`src/rtl/mouse_cursor_painter.sv`:
```
// Mouse cursor integrator and brush painter: turns decoded PS/2 packets into a clamped
// cursor position and sweeps a square brush into the sand grid over a req/ack write port.
module mouse_cursor_painter #(
    parameter int H_RES   = 640,
    parameter int V_RES   = 480,
    parameter int BRUSH_R = 1
) (
    input  logic       clk_i,
    input  logic       reset_i,
    input  logic [8:0] x_velocity_i,
    input  logic [8:0] y_velocity_i,
    input  logic [7:0] btn_i,
    input  logic       packet_valid_i,
    output logic [9:0] cursor_x_o,
    output logic [8:0] cursor_y_o,
    output logic       wr_req_o,
    output logic [9:0] wr_x_o,
    output logic [8:0] wr_y_o,
    output logic [1:0] wr_data_o,
    input  logic       wr_ack_i,
    output logic       busy_o
);

    // state  | meaning
    // IDLE   | waiting for a packet with a button held
    // SWEEP  | walking the brush offsets, issuing on-screen pixel writes
    localparam logic [0:0] ST_IDLE  = 1'b0;
    localparam logic [0:0] ST_SWEEP = 1'b1;

    localparam logic signed [10:0] X_MAX = 11'(H_RES - 1);
    localparam logic signed [10:0] Y_MAX = 11'(V_RES - 1);
    localparam logic signed [10:0] R_POS = 11'(BRUSH_R);
    localparam logic signed [10:0] R_NEG = 11'(-BRUSH_R);

    logic [0:0]         state;
    logic [9:0]         cx;
    logic [8:0]         cy;
    logic signed [10:0] ox;
    logic signed [10:0] oy;
    logic [1:0]         mat;

    logic               accept;
    logic               paint_start;
    logic signed [10:0] dx_ext;
    logic signed [10:0] dy_ext;
    logic signed [10:0] nx;
    logic signed [10:0] ny;
    logic [9:0]         nx_clamp;
    logic [8:0]         ny_clamp;
    logic signed [10:0] tx;
    logic signed [10:0] ty;
    logic               on_screen;
    logic               step;
    logic               unused_btn;

    assign unused_btn = ^{btn_i[5:4], btn_i[2]};

    assign accept      = packet_valid_i && btn_i[3];
    assign paint_start = accept && (btn_i[0] || btn_i[1]) && (state == ST_IDLE);

    assign dx_ext = btn_i[6] ? '0 : {{2{x_velocity_i[8]}}, x_velocity_i};
    assign dy_ext = btn_i[7] ? '0 : {{2{y_velocity_i[8]}}, y_velocity_i};

    // PS/2 +Y points up while screen row 0 is at the top, hence the subtraction
    assign nx = $signed({1'b0, cursor_x_o}) + dx_ext;
    assign ny = $signed({2'b00, cursor_y_o}) - dy_ext;

    always_comb begin
        nx_clamp = nx[9:0];
        if (nx[10])
            nx_clamp = '0;
        else if (nx > X_MAX)
            nx_clamp = X_MAX[9:0];

        ny_clamp = ny[8:0];
        if (ny[10])
            ny_clamp = '0;
        else if (ny > Y_MAX)
            ny_clamp = Y_MAX[8:0];
    end

    assign tx = $signed({1'b0, cx}) + ox;
    assign ty = $signed({2'b00, cy}) + oy;
    assign on_screen = !tx[10] && (tx <= X_MAX) && !ty[10] && (ty <= Y_MAX);

    // Off-screen offsets take one cycle each; on-screen ones wait for the ack
    assign step = (state == ST_SWEEP) && (!on_screen || wr_ack_i);

    assign wr_req_o  = (state == ST_SWEEP) && on_screen;
    assign wr_x_o    = wr_req_o ? tx[9:0] : '0;
    assign wr_y_o    = wr_req_o ? ty[8:0] : '0;
    assign wr_data_o = wr_req_o ? mat : '0;
    assign busy_o    = (state == ST_SWEEP);

    always_ff @(posedge clk_i or posedge reset_i) begin
        if (reset_i) begin
            cursor_x_o <= 10'(H_RES / 2);
            cursor_y_o <= 9'(V_RES / 2);
            state      <= ST_IDLE;
            cx         <= '0;
            cy         <= '0;
            ox         <= '0;
            oy         <= '0;
            mat        <= '0;
        end else begin
            if (accept) begin
                cursor_x_o <= nx_clamp;
                cursor_y_o <= ny_clamp;
            end

            if (paint_start) begin
                cx    <= nx_clamp;
                cy    <= ny_clamp;
                mat   <= btn_i[0] ? 2'b01 : 2'b00;
                ox    <= R_NEG;
                oy    <= R_NEG;
                state <= ST_SWEEP;
            end else if (step) begin
                if (ox == R_POS) begin
                    ox <= R_NEG;
                    if (oy == R_POS)
                        state <= ST_IDLE;
                    else
                        oy <= oy + 11'sd1;
                end else begin
                    ox <= ox + 11'sd1;
                end
            end
        end
    end

endmodule

```
`config.mk`:
```
export PLATFORM = sky130hd
export DESIGN_NAME = mouse_cursor_painter
export DESIGN_NICKNAME = d
export VERILOG_FILES = /design/src/rtl/mouse_cursor_painter.sv
export SDC_FILE = /design/constraint.sdc
export NUM_CORES = 1
export LEC_CHECK = 0
export CORE_ASPECT_RATIO = 0.9
export CORE_MARGIN = 2
export CORE_UTILIZATION = 60
export DETAILED_ROUTE_END_ITERATION = 7
export HOLD_SLACK_MARGIN = 0.06
export PLACE_DENSITY = 0.94
export SETUP_SLACK_MARGIN = 0.15
export SLEW_MARGIN = 20
export SYNTH_ARGS = -nofsm -noshare
export SYNTH_HDL_FRONTEND = slang
export SYNTH_SLANG_ARGS = --single-unit
```
`constraint.sdc`:
```
create_clock -name clk_i -period 6.3 [get_ports clk_i]
set_input_delay 1.26 -clock clk_i [delete_from_list [all_inputs] [get_ports clk_i]]
set_output_delay 1.26 -clock clk_i [all_outputs]
set_load 0.03 [all_outputs]
```
==> impl_metrics.ini <==
[cts]
clock_latency_ps = 360
clock_sinks = 62
clock_path_buffers = 2
cts.clk_slew.worst_paths_ps = 80
cts_tree = built
cts-htree-levels = 3
cts-root-buf = clkbuf_8
ctsResizeCount = 0
cts_setup_buffers = 0
cts_made_buffers = 9
hold_buffers = 0

[worst_hold_path]
hold_class = flop to flop

[sta]
relSlewSlack_pct = 25.7
rsz0062_at_grt = no
setup_viol = 0
setup-tns-final_ps = 0
max_freq_ghz = 0.172
finalMaxSlewViolations = 0
hold_viol = 0
min_period_ps = 5830
fin_crit_sh_pct = 92.5
tightest_slew_ps = 1110
clock_skew_ps = 8.78

[pwr]
powerDensity_nw_per_um2 = 570
peakVddDrop_uv = 274
swShare_pct = 49.7
p_int_uw = 1720
switchingPower_uw = 1700
p_leak_uw = 0.00262
clockPowerShare_pct = 11.8
p_comb_share_pct = 65.3
power_frac_seq_pct = 22.9

[die]
die-area_um2 = 9170
fp-row-count = 31
core_area_um2 = 8110
start_util_pct = 62.3
io-pin-count = 72
dieHeight_um = 91.0
die_w_um = 101

[synthesis]
synth_edf_count = 0
synth_cell_type_count = 71
syn_area_um2 = 5050
syn_area_per_cell_um2 = 8.47
synth_top_area_share_pct = 27.7
ys_ff_latch = 62
ys_warn_count = 0
yosysSeqAreaShare_pct = 30.9
netlist_instances = 596
synth_flop_cell = dfrtp_1
syn_nets = 673
yosysTopAreaCell = dfrtp_1
ys_top_cells_by_area = dfrtp_1 28%, ha_1 11%, nor2_1 5.1%
async_flop_share_pct = 100

[grt]
antenna_found_initial = 0
track_usage_pct = 30.9
grt_max_degree = 63
grt_pass1_vias = 4716
grt_overflow = 0
grt_pass1_wl_um = 22800

[setup_path]
start_kind = flop
worstPathMaxFanout = 21
critical_path_class = flop to primary output
end_kind = primary output
path_cells = ha_1 -> fa_1 -> a21o_1 -> o21a_1 -> o32ai_2 -> mux2_2 -> nor2_1 -> nand2_1 -> or3_1 -> a221oi_1 -> clkdlybuf4s50_1
required_ps = 5040
cp.arrival_ps = 4570
cpMaxStageDelayCell = clkdlybuf4s50_1
slowest_delay_ps = 730

[finish]
nets = 732
multi_input_area_um2 = 3290
regArea_um2 = 1560
drive_above_1_share_pct = 7.42
nFillCells = 557
mostFrequentLayoutCell = nor2_1
antennaDiodeCount = 0
syn_to_final_growth_pct = 18.7
stdcell_count = 759
final_cell_mix = 69 x nor2_1, 67 x clkdlybuf4s50_1, 56 x dfrtp_1, 51 x a21oi_1, 43 x ha_1

[route]
wl_per_cell_um = 17.6
totalWireLength_um = 13400
ant_nets = 0
vias_per_cell = 6.43
drtIter0Drc = 426
vias = 4880
firstDrtPassIters = 5
drcViolationCount = 0

[placement]
hpwl_um = 9750
gp_congestion = 0.913
io_buffers = 67
placedCellCount = 743

[flow_run]
drv_cap = 0

[run_status]
status = finished clean
## area by class of cell
class / instances / area share (%)
flip-flops and latches: 62 / 26.0
clock inverters: 7 / 1.63
inverters: 29 / 1.82
well taps: 99 / 2.07
clock buffers: 9 / 2.07
multi-input cells: 484 / 55.0
repair buffers: 69 / 11.4
## sequential cells by signal, indices dropped and copies added (netlist names)
name and flops:
ox 11, cursor_y_o 9, cx 10, busy_o 1, cursor_x_o 10, oy 11, cy 9, mat 1
## path summary, 6_finish.rpt
path	start	endpoint	slack [ps]	depth (start not counted)
min	cursor_x_o[6]$_DFFE_PP1P_	cursor_x_o[6]$_DFFE_PP1P_	500	2
max reg2reg	ox[0]$_DFFE_PP0P_	oy[5]$_DFFE_PP0P_	2440	10
min in group asynchronous	reset_i	cursor_x_o[9]$_DFFE_PP0P_	1440	3
max	ox[0]$_DFFE_PP0P_	wr_y_o[4]	470	11
max in group asynchronous	reset_i	cursor_y_o[3]$_DFFE_PP0P_	4350	3
min reg2reg	cursor_x_o[6]$_DFFE_PP1P_	cursor_x_o[6]$_DFFE_PP1P_	500	2
## cell families (layout without fill, tap and decap cells)
logic type / count (synthesis) / count (layout) / share of synthesized area [%]
flops: 62 / 62 / 30.9
buf+inv: 50 / 114 / 4.06
other cells: 1 / 1 / 0.0742
mux: 10 / 10 / 2.20
simple gates: 228 / 228 / 23.1
xor+xnor: 26 / 26 / 4.51
compound gates: 172 / 172 / 23.0
fa+ha+maj: 47 / 47 / 12.2
## power by group through the flow
stage                     Combinational [µW]  Sequential (µW)  Clock [µW]
after floorplan                         1560              822           0
final                                   2230              783         404
after global routing                    2450              805         423
after detailed placement                2180              776           0
after CTS                               2200              774         400
after global placement                  2060              765           0
## critical path: cells and delay by family, from the launching register on
kind	cells	cell delay, ps
DFF	1	440
and+or+nand+nor	3	820
buffers and inverters	1	730
muxes	1	420
AOI/OAI and AO/OA	4	1120
adders and majority gates	2	660
## through the flow
stage	hold slack, ps	total power [µW]	cell area (µm²)	util (%)	setup WS, ps
2_1_floorplan	455	2380	5050	-	1670
3_3_place_gp	481	2830	5760	71.1	898
3_5_place_dp	486	2950	5760	71.1	850
4_1_cts	497	3370	5990	73.8	441
5_1_grt	536	3680	5990	73.9	238
6_report	499	3410	5990	73.9	474
## Yosys cell counts (7+ instances only)
cell / count
nor2_1: 69
dfrtp_1: 56
a21oi_1: 51
ha_1: 43
nand2_1: 39
inv_1: 29
o21ai_0: 26
nor3_1: 24
nor2b_1: 17
nand2b_1: 15
and3_1: 14
xor2_1: 14
nand3_1: 13
o31ai_1: 13
clkbuf_1: 12
xnor2_1: 12
a31oi_1: 11
o21a_1: 10
mux2_2: 9
a22o_1: 7
and2_1: 7
or3_1: 7
## per-layer routing
| layer | wire [µm] | vias up | track usage, % |
|---|---|---|---|
| met4 | 214 | 0 | 7.53 |
| met3 | 995 | 28 | 5.08 |
| met5 | 0 | - | 0 |
| li1 | - | 2294 | - |
| met1 | 5650 | 2318 | 42.0 |
| met2 | 6520 | 240 | 51.3 |
Power figures use the tool's default switching activity.
